==> src/rtl/bin_morph3x3.sv <==
// Binary 3x3 morphology stage at the consumer end of the line-buffer chain.
// It builds a 3x3 window from the live pixel and two row taps, then applies
// the operator that was latched at the start of the frame. It emits one
// registered result for each interior image position.
//
// Ports:
//   clk        - system clock, rising edge
//   rst_n      - synchronous active-low reset
//   ce         - pixel-valid strobe, shared with the line buffers
//   row0       - pixel (r,c), live input
//   row1       - pixel (r-1,c), first line-buffer tap
//   row2       - pixel (r-2,c), second line-buffer tap
//   mode       - 00 centre, 01 erode, 10 dilate, 11 majority
//   pix_out    - morphology result
//   pix_valid  - pix_out is valid this cycle
//   frame_done - one-cycle pulse alongside the last result of a frame
module bin_morph3x3 #(
  parameter int unsigned IMG_W = 640,
  parameter int unsigned IMG_H = 480
) (
  input  logic       clk,
  input  logic       rst_n,
  input  logic       ce,
  input  logic       row0,
  input  logic       row1,
  input  logic       row2,
  input  logic [1:0] mode,
  output logic       pix_out,
  output logic       pix_valid,
  output logic       frame_done
);

  localparam int unsigned CW = $clog2(IMG_W);
  localparam int unsigned RW = $clog2(IMG_H);
  localparam logic [CW-1:0] ColLast = CW'(IMG_W - 1);
  localparam logic [RW-1:0] RowLast = RW'(IMG_H - 1);

  logic [CW-1:0] col_cnt_q, col_cnt_d;
  logic [RW-1:0] row_cnt_q, row_cnt_d;
  // Window columns, oldest first; each column is {row2,row1,row0}.
  logic [2:0]    win0_q, win0_d, win1_q, win1_d, win2_q, win2_d;
  logic [1:0]    mode_q, mode_d;
  logic          pix_out_q, pix_out_d;
  logic          pix_valid_q, pix_valid_d;
  logic          frame_done_q, frame_done_d;

  logic [2:0]    col_new;
  logic [8:0]    win_next;
  logic [3:0]    ones;
  logic          result;
  logic          interior;
  logic          last_beat;

  assign col_new  = {row2, row1, row0};
  // The result uses the window as it will be after this beat's shift.
  assign win_next = {win1_q, win2_q, col_new};

  always_comb begin
    ones = '0;
    for (int i = 0; i < 9; i++) begin
      ones = ones + {3'b000, win_next[i]};
    end
  end

  always_comb begin
    unique case (mode_q)
      2'b00:   result = win2_q[1];  // becomes column 1, middle row
      2'b01:   result = &win_next;
      2'b10:   result = |win_next;
      default: result = (ones >= 4'd5);
    endcase
  end

  assign interior  = (row_cnt_q >= RW'(2)) && (col_cnt_q >= CW'(2));
  assign last_beat = (row_cnt_q == RowLast) && (col_cnt_q == ColLast);

  always_comb begin
    col_cnt_d    = col_cnt_q;
    row_cnt_d    = row_cnt_q;
    win0_d       = win0_q;
    win1_d       = win1_q;
    win2_d       = win2_q;
    mode_d       = mode_q;
    pix_out_d    = pix_out_q;
    pix_valid_d  = 1'b0;
    frame_done_d = 1'b0;
    if (ce) begin
      if (col_cnt_q == ColLast) begin
        col_cnt_d = '0;
        row_cnt_d = (row_cnt_q == RowLast) ? '0 : row_cnt_q + RW'(1);
      end else begin
        col_cnt_d = col_cnt_q + CW'(1);
      end
      win0_d = win1_q;
      win1_d = win2_q;
      win2_d = col_new;
      if ((row_cnt_q == '0) && (col_cnt_q == '0)) begin
        mode_d = mode;
      end
      if (interior) begin
        pix_out_d    = result;
        pix_valid_d  = 1'b1;
        frame_done_d = last_beat;
      end
    end
  end

  always_ff @(posedge clk) begin
    if (!rst_n) begin
      col_cnt_q    <= '0;
      row_cnt_q    <= '0;
      win0_q       <= '0;
      win1_q       <= '0;
      win2_q       <= '0;
      mode_q       <= '0;
      pix_out_q    <= 1'b0;
      pix_valid_q  <= 1'b0;
      frame_done_q <= 1'b0;
    end else begin
      col_cnt_q    <= col_cnt_d;
      row_cnt_q    <= row_cnt_d;
      win0_q       <= win0_d;
      win1_q       <= win1_d;
      win2_q       <= win2_d;
      mode_q       <= mode_d;
      pix_out_q    <= pix_out_d;
      pix_valid_q  <= pix_valid_d;
      frame_done_q <= frame_done_d;
    end
  end

  assign pix_out    = pix_out_q;
  assign pix_valid  = pix_valid_q;
  assign frame_done = frame_done_q;

endmodule
==> config.mk <==
export PLATFORM = sky130hd
export DESIGN_NAME = bin_morph3x3
export DESIGN_NICKNAME = d
export VERILOG_FILES = /design/src/rtl/bin_morph3x3.sv
export SDC_FILE = /design/constraint.sdc
export NUM_CORES = 1
export LEC_CHECK = 0
export ABC_CLOCK_PERIOD_IN_PS = 11300
export BUFFER_PORTS_ARGS = -buffer_cell sky130_fd_sc_hd__buf_2
export CAP_MARGIN = 0
export CORE_MARGIN = 2
export CORE_UTILIZATION = 45
export CTS_CLUSTER_SIZE = 10
export DETAILED_ROUTE_END_ITERATION = 8
export PLACE_DENSITY = 0.6
export SLEW_MARGIN = 20
export SYNTH_ARGS = -nofsm -noshare
export SYNTH_HDL_FRONTEND = slang
export SYNTH_SLANG_ARGS = --single-unit
==> constraint.sdc <==
create_clock -name clk -period 11.3 [get_ports clk]
set_clock_uncertainty 0.2 [all_clocks]
set_input_delay 0 -clock clk [delete_from_list [all_inputs] [get_ports clk]]
set_output_delay 0 -clock clk [all_outputs]
set_load 0.05 [all_outputs]
# ---- Yosys cells after proc, flatten, opt, wreduce, memory -nomap -nowiden
# Index checks and enable logic that the tools add are counted.
dict set report totals {
  in_bits 8
  ff_bits 30
  out_inout_bits 3
}
dict set report op_classes {
  add_sub_neg 10
  n_mux 4
  reduce_logical 13
  order_cmp 3
  eq_ne 4
}
# cell count
set op_table {}
lappend op_table {{4-bit by 1-bit adder with 4-bit output} 5}
lappend op_table {{10-bit by 1-bit adder with 10-bit output (second input constant)} 1}
lappend op_table {{10-bit equality test (second input constant)} 1}
lappend op_table {{10-bit by 2-bit greater-or-equal comparator with 1-bit output (second input constant)} 1}
lappend op_table {{10-bit zero test} 1}
lappend op_table {{10-bit two-way mux} 1}
lappend op_table {{9-bit by 1-bit adder with 9-bit output (second input constant)} 1}
lappend op_table {{9-bit equality test (second input constant)} 1}
lappend op_table {{9-bit by 2-bit greater-or-equal comparator with 1-bit output (second input constant)} 1}
lappend op_table {{9-bit zero test} 1}
lappend op_table {{9-bit two-way mux} 1}
lappend op_table {{9-bit AND reduction} 1}
lappend op_table {{9-bit OR reduction} 1}
lappend op_table {{2-bit AND reduction} 4}
lappend op_table {{3-bit by 1-bit adder with 4-bit output} 1}
lappend op_table {{4-bit by 3-bit greater-or-equal comparator with 1-bit output (second input constant)} 1}
lappend op_table {{2-bit by 1-bit adder with 3-bit output} 1}
lappend op_table {{1-bit logical AND} 3}
lappend op_table {{1-bit one-hot mux with 3 select lines} 1}
lappend op_table {{3-bit AND reduction} 1}
lappend op_table {{1-bit by 1-bit adder with 2-bit output} 1}
lappend op_table {{2-bit by 1-bit equality test with 1-bit output (second input constant)} 1}
lappend op_table {{2-bit equality test (second input constant)} 1}
lappend op_table {{2-bit zero test} 1}
lappend op_table {{1-bit two-way mux} 1}

# ---- Longest topological paths before layout
dict set report depth {
  depth_word 10
  depth_mapped 12
}

# ---- Least setup slack after synthesis
# Ideal clock, no wire load.
dict set report synth_timing {
  kind {flip-flop to flip-flop}
  from {register win1_q[0]}
  to {register pix_out_q (netlist: pix_out)}
  setup_ps 91
  t_arrival_ps 3289
  required_time_ps 11009
  setup_slack_ps 7720
  synth_period_minus_slack_ps 3580
  path_stages_with_launch 13
  n_path_buf 0
  cell_sequence {dfxtp_1 > inv_1 > fa_1 > fa_1 > fa_1 > inv_1 > fa_1 > inv_1 > fa_1 > nor2b_1 > o2111ai_1 > a32oi_1 > a311oi_1}
}
dict set report synth_between {
  elab_chain_cells 5
  word_cells_on_any_way 7
  classes_between {3 x add/sub; 1 x order compare; 1 x mux; 2 x reduce/logical}
}
# item line_no
set synth_lines {}
lappend synth_lines {{start, declared} 41} ;# logic [2:0] win0_q, win0_d, win1_q, win1_d, win2_q, win2_d;
lappend synth_lines {{start signal, assigned} 123} ;# win1_q <= win1_d;
lappend synth_lines {{4-bit by 1-bit adder with 4-bit output (3 in a row)} 61} ;# ones = ones + {3'b000, win_next[i]};
lappend synth_lines {{4-bit by 3-bit greater-or-equal comparator with 1-bit output} 70} ;# default: result = (ones >= 4'd5);
lappend synth_lines {{1-bit one-hot mux with 3 select lines (*)} 66} ;# unique case (mode_q)
lappend synth_lines {{end signal, assigned} 126} ;# pix_out_q <= pix_out_d;
lappend synth_lines {{end, declared} 43} ;# logic pix_out_q, pix_out_d;
# Mark *: on every way between the ends. The rest lies on a longest branch, timed or not.
# A chain may end at the register's enable or synchronous reset.

# ---- Worst setup path after layout
dict set report layout_timing {
  from {input port row0}
  to {register pix_out_q (netlist: pix_out)}
}
dict set report layout_between {
  elab_chain_cells 10
  word_cells_on_any_way 12
  classes_between {8 x add/sub; 1 x order compare; 1 x mux; 2 x reduce/logical}
}
# item line_no
set layout_lines {}
lappend layout_lines {{start, declared} 24} ;# input logic row0,
lappend layout_lines {{1-bit by 1-bit adder with 2-bit output} 61}
lappend layout_lines {{2-bit by 1-bit adder with 3-bit output} 61}
lappend layout_lines {{3-bit by 1-bit adder with 4-bit output} 61}
lappend layout_lines {{4-bit by 1-bit adder with 4-bit output (5 in a row)} 61}
lappend layout_lines {{4-bit by 3-bit greater-or-equal comparator with 1-bit output} 70}
lappend layout_lines {{1-bit one-hot mux with 3 select lines (*)} 66}
# Marks and branches as above.

==> impl_metrics.toml <==
[sta]
timing.fmax_mhz = 262
period_minus_slack_ps = 3820
slew_headroom = 0.495
hold_violations = 0
setup_viol = 0
slew_viol_final = 0
fin_crit_sh = 0.338
finalSetupTns_ps = 0
rsz0062_at_grt = "no"
worst_pin_slew_ps = 757

[hold_path]
hold_path.class = "reg -> reg"

[critical_path]
crit_family = "adder cells"
path_cells = "dlygate4sd3_1 -> buf_2 -> inv_1 -> fa_1 -> fa_1 -> fa_1 -> inv_1 -> fa_1 -> inv_1 -> fa_1 -> nor2b_1 -> o2111ai_1 -> a32oi_1 -> a311oi_1"
worstSetupStartpointType = "primary input"
rrSetupSlack_ps = 7550
cp_slowest_cell = "fa_1"
max_stage_delay_ps = 550
crit_required_ps = 11280
arrival_ps = 3800
crit_fanout = 3
crit_type = "in -> reg"
worstSetupEndpointType = "flip-flop"
path_buf_inv = 5
crit_path_frequent_cell = "fa_1"

[synthesis]
synthCells = 198
synth_flop_cell = "dfxtp_1"
synth_area_um2 = 1720
synth-seq-cells = 30
synthArstFlopShare = 0
synth_nets = 221
yosysSeqAreaShare = 0.349
synth_edf_count = 0
synth_cell_type_count = 41
syn_area_per_cell_um2 = 8.70
yosysWarnings = 0

[placed_design]
gp_congestion = 0.853
port_buffers = 10
dp_cells = 249
dp.final_hpwl_um = 2550

[final_layout]
fin_nets = 239
instances_no_fill = 263
final_cell_mix = "30 x dfxtp_1, 22 x nor2_1, 21 x inv_1"
final_common_cell = "dfxtp_1"
n_fill_cell = 353
final_layout_size_suffix_gt1_frac = 0.102
num_antenna_cells = 0
syn_to_final_growth_pct = 14.2

[power_and_ir_drop]
p_per_area_nw_per_um2 = 112
power_leakage_nw = 0.866
vdd_drop_max_uv = 66.2

[detailed_routing]
firstDrtPassIters = 4
wl_met2_um = 1570
wl_per_cell_um = 13.0
dr_total_vias = 1432
drc_errors = 0
wl_met3_um = 129
wl_um = 3410
ant_nets = 0
drt-met1-wl_um = 1650
drt_iter0_drc = 77
via_per_inst = 5.44
routed.top_layer = "met4"

[grt]
grt_max_degree = 24
grtUsageTotal = 0.186
antenna_found_initial = 0
grt_pass1_wl_um = 6130
grt_pass1_vias = 1401
globalRouteOverflowTotal = 0

[clock_tree]
clock_sink_count = 30
insertion_delay_ps = 270
cts_setup_buffers = 0
clockBufferDepth = 2
cts_tree = "done"
h-tree-depth = 2
clk_pin_slew_ps = 60
cts_buffers = 5
root_buffer = "clkbuf_8"

[die]
rows = 22
io_pins = 11
die_x_um = 65.9
start_util = 0.470
core-area_um2 = 3660
die_area_um2 = 4340
die_h_um = 65.9

[flow_run]
maxCapViolations = 0

[run_status]
status = "finished, final reports clean"
[layer usage]
layer  vias to the layer above  global-route usage
li1                        725                   -
met3                        10              0.0426
met5                         -                   0
met1                       670               0.232
met4                         0              0.0651
met2                        27               0.312
[sequential cells by signal (all words and copies together) (netlist names)]
register    cells
frame_done      1
pix_valid       1
mode_q          2
win2_q          3
col_cnt_q      10
pix_out         1
win1_q          3
row_cnt_q       9
[synth_stat cells, drive strengths merged, types with 2 or more instances]
library cell	number	share of area
and4	5	0.026
and3	7	0.029
nand2	10	0.022
ha	10	0.073
nand4	9	0.033
xor2	9	0.046
a21oi	10	0.029
o21ai	5	0.015
nor2	22	0.048
mux2i	7	0.041
clkbuf	4	0.0087
dfxtp	30	0.35
or4	4	0.017
fa	5	0.058
buf	3	0.0080
nor4	4	0.015
and2	3	0.011
inv	21	0.046
nor2b	2	0.0073
nand3	9	0.026
nor3	3	0.0087
[metrics by stage]
step	instance area [um^2]	setup WS, ps	hold slack, ps	total power [W]	utilization
finish	1970	7480	294	0.000220	0.537
global placement	1800	7640	70.5	0.000136	0.492
global route	1970	7270	338	0.000233	0.537
CTS	1970	7460	300	0.000223	0.537
detailed placement	1800	7540	90.1	0.000138	0.492
floorplan	1720	7720	-52.4	0.000131	-
[tightest hold or removal path: cells and delay by family (launching register included)]
kind	cells	cell delay, ps
AOI/OAI and AO/OA	2	130
DFF	1	320
[path summary, 6_finish.rpt]
| path | endpoint | startpoint | cells after the start |
|---|---|---|---|
| max reg2reg | pix_out | win1_q[0] | 12 |
| min reg2reg | mode_q[0] | mode_q[0] | 2 |
| max | pix_out | row0 | 14 |
| min | mode_q[0] | mode_q[0] | 2 |
[power by group]
part	internal [W]	leakage, nW	total (W)	switching, W
Sequential	0.000108	0.243	0.000110	0.00000234
Combinational	0.0000126	0.580	0.0000274	0.0000148
Clock	0.0000468	0.0431	0.0000826	0.0000357
[final cells by class]
class / count / area [um^2] / share of cell area
clock buffers: 6 / 82.6 / 0.0420
inverters: 21 / 78.8 / 0.0401
multi-input cells: 140 / 1010 / 0.516
flip-flops and latches: 30 / 601 / 0.306
well taps: 48 / 60.1 / 0.0306
repair buffers: 18 / 130 / 0.0662
[kinds of logic (layout without fill, tap and decap cells)]
group,Yosys count,count (layout),synth area share
simple gates,83,83,0.271
flops,30,30,0.349
buf+inv,28,45,0.0625
compound gates,25,25,0.0952
fa+ha+maj,15,15,0.131
xor+xnor,10,10,0.0509
mux,7,7,0.0407
[timing repair]
action	CTS	global route
hold endpoints to repair	15	0
hold buffers	8	0
resized for setup	0	0
setup endpoints to repair	0	0
Power figures use the tool's default switching activity.
